File: src/rtl/mem_access_unit.sv
// Memory-stage load/store unit: one outstanding req/ack data-bus access, pipeline hold, load align/extend.
// Optional misaligned-access trap is enabled by defining MEM_MISALIGN_TRAP_EN.
module mem_access_unit #(
    parameter int ADDR_W = 32
) (
    input  logic              clk,
    input  logic              resetn,
    input  logic              m_rmem,
    input  logic              m_wmem,
    input  logic [1:0]        m_size,
    input  logic              m_sext,
    input  logic [31:0]       m_alu,
    input  logic [31:0]       m_b,
    input  logic              m_wreg_i,
    output logic              m_wreg,
    output logic [31:0]       m_data,
    output logic [31:0]       m_memout,
    output logic              m_mem_stall,
`ifdef MEM_MISALIGN_TRAP_EN
    output logic              m_misalign,
`endif
    output logic              dmem_req,
    output logic              dmem_we,
    output logic [ADDR_W-1:0] dmem_addr,
    output logic [3:0]        dmem_be,
    output logic [31:0]       dmem_wdata,
    input  logic              dmem_ack,
    input  logic [31:0]       dmem_rdata
);

    typedef enum logic [1:0] {
        S_IDLE = 2'd0,
        S_BUSY = 2'd1,
        S_DONE = 2'd2
    } state_t;

    state_t            r_state;
    state_t            w_next;
    logic              w_acc;
    logic              w_legal;
    logic              w_issue;
    logic              w_stall;
    logic [1:0]        w_off;

    logic              r_req;
    logic              r_we;
    logic [ADDR_W-1:0] r_addr;
    logic [3:0]        r_be;
    logic [31:0]       r_wdata;
    logic [31:0]       r_rdata_q;
    logic [1:0]        r_off;
    logic [1:0]        r_size;
    logic              r_sext;
    logic              r_load;

    // Lane actually used: sub-size address bits are dropped so half/word always hit a natural lane.
    function automatic logic [1:0] lane_offset(input logic [1:0] size, input logic [1:0] lo);
        case (size)
            2'b00:   lane_offset = lo;
            2'b01:   lane_offset = {lo[1], 1'b0};
            default: lane_offset = 2'b00;
        endcase
    endfunction

    function automatic logic [3:0] byte_enables(input logic [1:0] size, input logic [1:0] off);
        case (size)
            2'b00:   byte_enables = 4'b0001 << off;
            2'b01:   byte_enables = 4'b0011 << off;
            default: byte_enables = 4'b1111;
        endcase
    endfunction

    function automatic logic [31:0] store_data(input logic [1:0] size, input logic [31:0] b);
        case (size)
            2'b00:   store_data = {4{b[7:0]}};
            2'b01:   store_data = {2{b[15:0]}};
            default: store_data = b;
        endcase
    endfunction

    function automatic logic [31:0] load_align(input logic [1:0] size, input logic sext,
                                               input logic [1:0] off, input logic [31:0] rdata);
        logic [31:0] sh;
        sh = rdata >> {off, 3'b000};
        case (size)
            2'b00:   load_align = sext ? {{24{sh[7]}}, sh[7:0]} : {24'b0, sh[7:0]};
            2'b01:   load_align = sext ? {{16{sh[15]}}, sh[15:0]} : {16'b0, sh[15:0]};
            default: load_align = rdata;
        endcase
    endfunction

    assign w_acc = m_rmem | m_wmem;
    assign w_off = lane_offset(m_size, m_alu[1:0]);

`ifdef MEM_MISALIGN_TRAP_EN
    logic w_misaligned;

    always_comb begin
        case (m_size)
            2'b00:   w_misaligned = 1'b0;
            2'b01:   w_misaligned = m_alu[0];
            default: w_misaligned = |m_alu[1:0];
        endcase
    end

    assign w_legal    = ~w_misaligned;
    assign m_misalign = (r_state == S_IDLE) & w_acc & w_misaligned;
    assign m_wreg     = m_wreg_i & ~m_misalign;
`else
    assign w_legal = 1'b1;
    assign m_wreg  = m_wreg_i;
`endif

    always_ff @(posedge clk or negedge resetn) begin
        if (!resetn) r_state <= S_IDLE;
        else         r_state <= w_next;
    end

    always_comb begin
        w_next  = r_state;
        w_issue = 1'b0;
        w_stall = 1'b0;
        case (r_state)
            S_IDLE: begin
                if (w_acc && w_legal) begin
                    w_issue = 1'b1;
                    w_stall = 1'b1;
                    w_next  = S_BUSY;
                end
            end
            S_BUSY: begin
                w_stall = 1'b1;
                if (dmem_ack) w_next = S_DONE;
            end
            S_DONE:  w_next = S_IDLE;
            default: w_next = S_IDLE;
        endcase
    end

    // Bus request and access context; a load wins when both rmem and wmem are set.
    always_ff @(posedge clk or negedge resetn) begin
        if (!resetn) begin
            r_req     <= 1'b0;
            r_we      <= 1'b0;
            r_addr    <= '0;
            r_be      <= 4'b0000;
            r_wdata   <= 32'd0;
            r_rdata_q <= 32'd0;
            r_off     <= 2'b00;
            r_size    <= 2'b00;
            r_sext    <= 1'b0;
            r_load    <= 1'b0;
        end else if (w_issue) begin
            r_req   <= 1'b1;
            r_we    <= m_wmem & ~m_rmem;
            r_addr  <= {m_alu[ADDR_W-1:2], 2'b00};
            r_be    <= byte_enables(m_size, w_off);
            r_wdata <= store_data(m_size, m_b);
            r_off   <= w_off;
            r_size  <= m_size;
            r_sext  <= m_sext;
            r_load  <= m_rmem;
        end else if (r_state == S_BUSY && dmem_ack) begin
            r_req     <= 1'b0;
            r_we      <= 1'b0;
            r_rdata_q <= dmem_rdata;
        end
    end

    assign dmem_req    = r_req;
    assign dmem_we     = r_we;
    assign dmem_addr   = r_addr;
    assign dmem_be     = r_be;
    assign dmem_wdata  = r_wdata;
    assign m_mem_stall = w_stall;
    assign m_data      = m_alu;
    assign m_memout    = (r_state == S_DONE && r_load) ?
                         load_align(r_size, r_sext, r_off, r_rdata_q) : 32'd0;

endmodule

File: config.mk
export PLATFORM = sky130hd
export DESIGN_NAME = mem_access_unit
export DESIGN_NICKNAME = d
export VERILOG_FILES = /design/src/rtl/mem_access_unit.sv
export SDC_FILE = /design/constraint.sdc
export NUM_CORES = 1
export LEC_CHECK = 0
export CORE_ASPECT_RATIO = 1.25
export CORE_MARGIN = 2
export CORE_UTILIZATION = 43
export DETAILED_ROUTE_END_ITERATION = 10
export PLACE_DENSITY = 0.81
export REMOVE_ABC_BUFFERS = 1
export SYNTH_ARGS = -nofsm -noshare
export SYNTH_HDL_FRONTEND = slang
export SYNTH_SLANG_ARGS = --single-unit
File: constraint.sdc
create_clock -name clk -period 2.3 [get_ports clk]
set_input_delay 0.46 -clock clk [delete_from_list [all_inputs] [get_ports clk]]
set_output_delay 0.46 -clock clk [all_outputs]
set_load 0.01 [all_outputs]
Word-level counts from Yosys, hierarchy flattened --
Index checks and enable logic that the tools add are counted.
Storage, ports and cells: register bits 108, input bits 105, output and inout bits 136, logic and storage cells 48
Cells by class: eq/ne operators 6, shift operators 3, multiplexer cells 16, bitwise operators 4, reductions and logical operators 8
Operators with widths (count):
- case mux 32 bit (2 select lines) | 2
- 2-to-1 mux 32 bit | 3
- >> shifter 32 x 5 -> 16 bit | 1
- case mux 2 bit (2 select lines) | 2
- case mux 4 bit (2 select lines) | 1
- == test 2 x 1 -> 1 bit, second input constant | 3
- zero test 2 bit | 3
- 2-to-1 mux 1 bit | 5
- 2-to-1 mux 2 bit | 2
- inequality test 2 bit, second input constant | 2
- AND reduction 2 bit | 2
- left shift 1 x 2 -> 4 bit, first input constant | 1
- left shift 2 x 2 -> 4 bit, first input constant | 1
- == test 2 bit, second input constant | 1
- logical AND 1 bit | 2
- NOT 1 bit | 2
- case mux 1 bit (2 select lines) | 1
- nonzero test 2 bit | 1
- AND 1 bit | 1
- OR 1 bit | 1

Longest topological paths before layout --
Gate-level depths: netlist of the first run.
word-level depth 5, depth in mapped cells 6, mapped depth without buffers 3

Worst setup path after synthesis of the first run --
Ideal clock, no wire load.
path kind flip-flop to output port, from register r_state[0], to output m_memout[21], arrival 1.392 ns, required time 1.840 ns, path slack 0.448 ns, stages on the path, launching flop included 7, buffers on the path 3, path through dfrtp_1 > buf_4 > and3b_1 > buf_4 > o211ai_4 > clkbuf_2 > o21ai_0
Between the ends: word-level cells in the longest chain between the ends 3
RTL lines:
- start, declared | line 37 | state_t r_state;
- start signal, assigned | line 116 | else r_state <= w_next;
- == test 2 bit | line 177 | assign m_memout = (r_state == S_DONE && r_load) ?
- logical AND 1 bit | line 177
- 2-to-1 mux 32 bit | line 177
- end, declared | line 17 | output logic [31:0] m_memout,
Every way passes these cells.

Worst setup path in the final report of the first run --
from register r_off[1], to output m_memout[6]
Between the ends: word-level cells in the longest chain between the ends 4, elaborated cells between the ends (all ways) 5, classes of those cells 1 x shift; 4 x mux
RTL lines:
- start, declared | line 51 | logic [1:0] r_off;
- start signal, assigned | line 159 | r_off <= w_off;
- >> shifter 32 x 5 -> 16 bit * | line 84 | sh = rdata >> {off, 3'b000};
- 2-to-1 mux 32 bit (on tied branches) | line 87, 86
- case mux 32 bit (2 select lines) * | line 85 | case (size)
- 2-to-1 mux 32 bit * | line 177
Mark *: on every way between the ends. The rest lies on a longest branch, timed or not.

==> out/results.ini, run 1 <==
[run_status]
status=finished, violations left
violations=negative setup slack

[critical_path]
crit_arrival_ns=1.92
criticalPathCategory=register to primary output
worstSetupStartpointType=register
crit_fanout=7
end_kind=primary output
worstPathRequired_ns=1.84

[global_routing]
busiest_layer=met2
track_usage=0.223
grt_util_met2=0.381
grt_pass1_wl_um=24700
met3_usage=0.0677
grt_overflow=0
grt_max_degree=46
grt_use_met1=0.256
antenna_found_initial=0
grt_pass1_vias=4852

[clock_tree]
cts_tree=done
cts.htree.levels=3
cts_root_buffer=clkbuf_16
clk_latency_ns=0.34
clock-sinks=108
cts_hold_buf=0
cts_made_buffers=9
clk_pin_slew_worst_paths_ns=0.07
cts_buffer_depth=2

[routing]
drtAntennaViolNets=0
viasPerCell=5.42
wirelength_um=15900
routedWlPerCell_um=19.1
dr_total_vias=4533
first_pass_iters=5
drt-initial-drc-count=148
route.detailed.drc=0

[timing]
fmaxAchievable_ghz=0.419
timing.hold.ws_ns=0.0932
rsz0062_at_grt=true
period_share=1.04
hold_violations=0
max_slew.worst_pin.slew_ns=0.567
fin_crit_ns=2.38
max-slew-margin-rel=0.622
slew_viol_final=0
finClkSkew_ns=0.00594
setup_viol=8
setup_ws_ns=-0.0843

[power_and_ir_drop]
leakagePower_uw=0.00350
p_sw_uw=3380
seqPwrFrac=0.357
ir_drop_v=0.000700
swShare=0.341
clkPwrFrac=0.152
combinationalPowerShare=0.491
power_uw=9890
p_int_uw=6510
cellPowerDensity_nw_per_um2=1180

[place]
port_buffers=236
gp_congestion=0.956
placed_area_um2=7990
hpwl_um=11600
place_ws_ns=-0.138

[logic_synthesis]
synth.yosys.seq_area_share=0.480
synth_cell_type_count=47
synthCells=447
synth_ff_type=dfrtp_1
yosysWarningCount=0
ys_ff_latch=108
ys_async_sr_fraction=1.00
synth_edf_count=0
avgSynthCellArea_um2=12.6
netlist_area_um2=5630

[floorplanning]
fp.dieW_um=106
num_rows=46
io_pins=241
dieArea_um2=14000
core_um2=12700
start_util=0.443
die_h_um=132

[final_layout]
nets=770
fin_util=0.658
area_delta_synth_final_pct=48.5
diodes=0
stdcell_area_um2=8370
drive_gt1_frac=0.365
n_fill_cell=973

[hold_path]
hold_path_class=primary input to async pin

[run]
max-cap-violations=0

[critical path, cell delays in order, from the launching register on]
cell and delay (ns):
dfrtp_2 0.46, buf_12 0.16, mux2_4 0.32, o22a_1 0.24
o221a_2 0.29, buf_6 0.12
[state kept, by name (all words and copies together) (netlist names)]
| signal | flops |
|---|---|
| dmem_addr | 30 |
| dmem_be | 4 |
| dmem_req | 1 |
| dmem_wdata | 32 |
| dmem_we | 1 |
| r_load | 1 |
| r_off | 2 |
| r_rdata_q | 32 |
| r_sext | 1 |
| r_size | 2 |
| r_state | 2 |
[power by group through the flow]
stage	clock (uW)	combinational, uW	sequential, uW
finish	1500	4860	3530
detailed placement	0	4520	3500
CTS	1560	4740	3510
global placement	0	4400	3440
floorplan	0	1870	3700
global route	1620	5130	3640
[through the flow]
stage | cells | TNS [ns]
floorplan | 383 | -36.29
global placement | 812 | -0.510
detailed placement | 812 | -1.87
CTS | 835 | -0.491
global route | 836 | -1.16
finish | 836 | -0.265
[cells in the mapped netlist, types with 3 or more instances]
cell type  number  area, um^2
inv_1           4        15.0
nor2b_1         4        25.0
dfrtp_1       108        2700
buf_6           9         101
buf_4          37         278
o221a_2         3        33.8
o221a_1         4        45.0
mux2i_1        10         100
o22a_1          7        61.3
a221oi_1        7        61.3
nand2_1        28         105
clkbuf_1        3        11.3
o21ai_0        27         135
a21oi_1        11        55.1
buf_2          12        60.1
mux2_2        121        1360
o31ai_1         9        67.6
mux2_4          5        75.1
[layer usage]
metal / vias to the layer above / wire (um)
li1: 2009 / -
met1: 2231 / 6050
met2: 256 / 8150
met3: 37 / 1320
met4: 0 / 431
met5: - / 0
[cells in the final DEF (no fill, tap or decap), types with 3 or more instances in the layout]
| cell type | count |
|---|---|
| clkbuf_16 | 9 |
| dfrtp_2 | 4 |
| clkdlybuf4s50_1 | 203 |
| o21ai_0 | 11 |
| a21oi_1 | 11 |
| mux2i_1 | 10 |
| buf_12 | 8 |
| a221oi_2 | 4 |
| o31ai_2 | 5 |
| o221a_2 | 3 |
| nand2_1 | 28 |
| o221a_1 | 4 |
| buf_2 | 28 |
| o31ai_1 | 4 |
| buf_4 | 24 |
| mux2_4 | 8 |
| nor2b_1 | 4 |
| o21ai_1 | 16 |
| o22a_1 | 7 |
| mux2_2 | 118 |
| inv_1 | 4 |
| dfrtp_1 | 104 |
| buf_6 | 5 |
| and3b_2 | 3 |
[worst paths after layout]
kind,start,endpoint,slack (ns),depth (start not counted)
worst min register to register,dmem_req$_DFFE_PN0P_,dmem_req$_DFFE_PN0P_,0.49,1
max in group asynchronous,resetn,r_off[1]$_DFFE_PN0P_,1.58,2
min in group clk,dmem_req$_DFFE_PN0P_,dmem_req$_DFFE_PN0P_,0.49,1
worst max register to register,r_state[1]$_DFFE_PN0P_,dmem_addr[3]$_DFFE_PN0P_,0.63,5
worst min-delay path,resetn,r_rdata_q[3]$_DFFE_PN0P_,0.09,1
worst max-delay path,r_off[1]$_DFFE_PN0P_,m_memout[6],-0.08,5
[cells by family after synthesis]
family                 count (synthesis)  synth area share
AO/OA/AOI/OAI                         78             0.100
multiplexers                         137             0.278
other                                  1          0.000666
XOR/XNOR                               1           0.00155
flip-flops                           108             0.480
buffers and inverters                 70            0.0893
AND/OR/NAND/NOR                       52            0.0511
[cell type report]
type                    instances  area (um^2)  area share
well taps                     168          210      0.0251
inverters                       5         20.0     0.00239
clock buffers                  10          229      0.0274
repair buffers                271         2590       0.309
multi-input cells             270         2560       0.306
flip-flops and latches        108         2710       0.324
clock inverters                 4         51.3     0.00613
[timing repair]
item,in CTS,in global routing
cloned,1,0
resized for setup,143,29
setup buffers,8,1
hold endpoints to repair,0,0
pin swaps,14,7
setup endpoints to repair,32,32
Power figures use the tool's default switching activity.
==> inputs of run 2 (changes only) <==
--- a/config.mk
+++ b/config.mk
@@ -8,6 +8,7 @@
 export CORE_ASPECT_RATIO = 1.25
 export CORE_MARGIN = 2
 export CORE_UTILIZATION = 43
+export CTS_CLUSTER_SIZE = 30
 export DETAILED_ROUTE_END_ITERATION = 10
 export PLACE_DENSITY = 0.81
 export REMOVE_ABC_BUFFERS = 1
==> results of run 2 <==
Final layout, timing and power as in run 1 (identical DEF).
==> inputs of run 3 (changes only) <==
--- a/config.mk
+++ b/config.mk
@@ -7,10 +7,10 @@
 export LEC_CHECK = 0
 export CORE_ASPECT_RATIO = 1.25
 export CORE_MARGIN = 2
-export CORE_UTILIZATION = 43
+export CORE_UTILIZATION = 46
 export CTS_CLUSTER_SIZE = 30
 export DETAILED_ROUTE_END_ITERATION = 10
-export PLACE_DENSITY = 0.81
+export PLACE_DENSITY = 0.86
 export REMOVE_ABC_BUFFERS = 1
 export SYNTH_ARGS = -nofsm -noshare
 export SYNTH_HDL_FRONTEND = slang
==> constraint.sdc (replaced) <==
create_clock -name clk -period 2.9 [get_ports clk]
set_input_delay 0.58 -clock clk [delete_from_list [all_inputs] [get_ports clk]]
set_output_delay 0.58 -clock clk [all_outputs]
set_load 0.01 [all_outputs]
==> run 3 against run 2 <==
  * Total power fell by 24%
  * Sequential power is 20% lower
  * Worst setup slack gained 0.14 ns
  * Largest power group unchanged
  * Hold slack better by 0.017 ns
  * Non-clock buffer count is 21 lower
  * Via count is 2.9% lower
  * Count of clock-buffer cells in the layout is 1 higher
  * The flow now finishes without violations
  * Clock skew rose by 0.0014 ns
  * Register-to-register slack improved by 0.35 ns
  * Flip-flop and latch count unchanged
  * Die area fell by 6.3%
  * Combinational power fell by 27%
==> out/results.ini, run 3 (same netlist as run 1, synthesis figures left out) <==
[global_routing]
grt_pass1_wl_um=23900
antenna_found_initial=0
grt_max_degree=50
grt_overflow=0
grt_pass1_vias=4647
track_usage=0.233

[timing]
setup_ws_ns=0.0523
max_slew.worst_pin.slew_ns=0.585
fmaxAchievable_ghz=0.351
setup_tns_ns=0
max-slew-margin-rel=0.610
hold_violations=0
fin_crit_ns=2.85
slew_viol_final=0
period_share=0.982
setup_viol=0
finClkSkew_ns=0.00736

[final_layout]
diodes=0
fin_cells=813
final_cell_mix=231 x clkdlybuf4s50_1, 121 x mux2_2, 107 x dfrtp_1
nets=749
drive_gt1_frac=0.274
area_delta_synth_final_pct=44.9
final_common_cell=clkdlybuf4s50_1

[floorplanning]
start_util=0.468
die_h_um=128
num_rows=45
io_pins=241
core_um2=12000
fp.dieW_um=103
dieArea_um2=13200

[run_status]
status=complete, no violations

[clock_tree]
clk_pin_slew_worst_paths_ns=0.07
clk_latency_ns=0.34
cts_tree=done
clock-sinks=108
cts_root_buffer=clkbuf_16
cts_buffer_depth=2
cts_made_buffers=9
cts.htree.levels=3

[place]
place_ws_ns=0.245
port_buffers=236
gp_congestion=1.06
dp.cells=794
hpwl_um=11700

[power_and_ir_drop]
ir_drop_v=0.000466
leakagePower_uw=0.00329
cellPowerDensity_nw_per_um2=918

[routing]
first_pass_iters=7
dr_total_vias=4403
viasPerCell=5.42
route.detailed.drc=0
drt-initial-drc-count=122
routedWlPerCell_um=18.7
drtAntennaViolNets=0
wirelength_um=15200

[critical_path]
slowest_stage=dfrtp_2
cp_cell_sequence=buf_6, mux2_4, o22a_1, o221a_1, clkdlybuf4s50_1
end_kind=primary output
crit_fanout=12
cpLargestDelayFamily=buffers and inverters
path_buf_inv=2
worstPathRequired_ns=2.32
cpPeakStageDelay_ns=0.50
worstSetupStartpointType=register
crit_arrival_ns=2.27
criticalPathCategory=register to primary output

[run]
max-cap-violations=0

[hold_path]
hold_path_class=primary input to async pin

## run 3: cell types whose count changed in the layout (fill, tap and decap cells not counted), sizes merged
cell	change
inv	+2
dlymetal6s2s	+1
clkdlybuf4s50	+28
clkinv	+1
clkdlybuf4s15	-1
dlygate4sd2	+3
clkinvlp	-1
buf	-50
clkbuf	-1
bufinv	-1
## run 3: layout make-up
type / count / area (um^2)
Clock buffer: 11 / 233
Clock inverter: 5 / 43.8
Fill cell: 923 / 3880
Inverter: 5 / 18.8
Multi-Input combinational cell: 270 / 2450
Sequential cell: 108 / 2700
Tap cell: 164 / 205
Timing Repair Buffer: 250 / 2510
## run 3: worst register-to-register path: stages, from the launching register on
cell     delay (ns)
dfrtp_1        0.47
nor2_2         0.20
o21a_4         0.43
buf_4          0.33
mux2_2         0.36
## run 3: report_power, final
group	switching (uW)	internal [uW]
Combinational	1410	2120
Sequential	593	2240
Clock	539	594
Total	2540	4960
## run 3: metrics by stage
stage                     hold WS (ns)  cell area (um^2)   util  total power, uW
final                            0.110              8170  0.678             7490
after global routing             0.114              8170  0.678             7920
after CTS                        0.106              8110  0.673             7450
after detailed placement         0.482              7830  0.650             6280
after global placement           0.460              7830  0.650             6110
after floorplan                  0.284              5150      -             4410
## run 3: routing by layer
metal	up-vias	wire length [um]	GRT usage	part of all wire
met2	228	7890	0.403	0.52
met1	2163	5690	0.276	0.37
li1	1969	-	-	-
met5	-	0	0	0
met3	43	1230	0.0671	0.081
met4	0	427	0.0782	0.028
## run 3: path summary, 6_finish.rpt
| kind | startpoint | end | slack (ns) | cells after the start |
|---|---|---|---|---|
| worst min register to register | dmem_req$_DFFE_PN0P_ | dmem_req$_DFFE_PN0P_ | 0.50 | 1 |
| max in group asynchronous | resetn | r_off[1]$_DFFE_PN0P_ | 1.96 | 2 |
| worst max register to register | r_state[1]$_DFFE_PN0P_ | dmem_wdata[22]$_DFFE_PN0P_ | 0.98 | 4 |
| min in group clk | dmem_req$_DFFE_PN0P_ | dmem_req$_DFFE_PN0P_ | 0.50 | 1 |
| worst max-delay path | r_off[1]$_DFFE_PN0P_ | m_memout[5] | 0.05 | 5 |
| worst min-delay path | resetn | r_rdata_q[19]$_DFFE_PN0P_ | 0.11 | 1 |
## run 3: timing repair
| action | CTS | global route |
|---|---|---|
| hold buffers | 0 | 0 |
| resized for setup | 5 | 6 |
| pin swaps | 1 | 1 |
| setup endpoints to repair | 16 | 29 |
| buffers inserted | 0 | 3 |
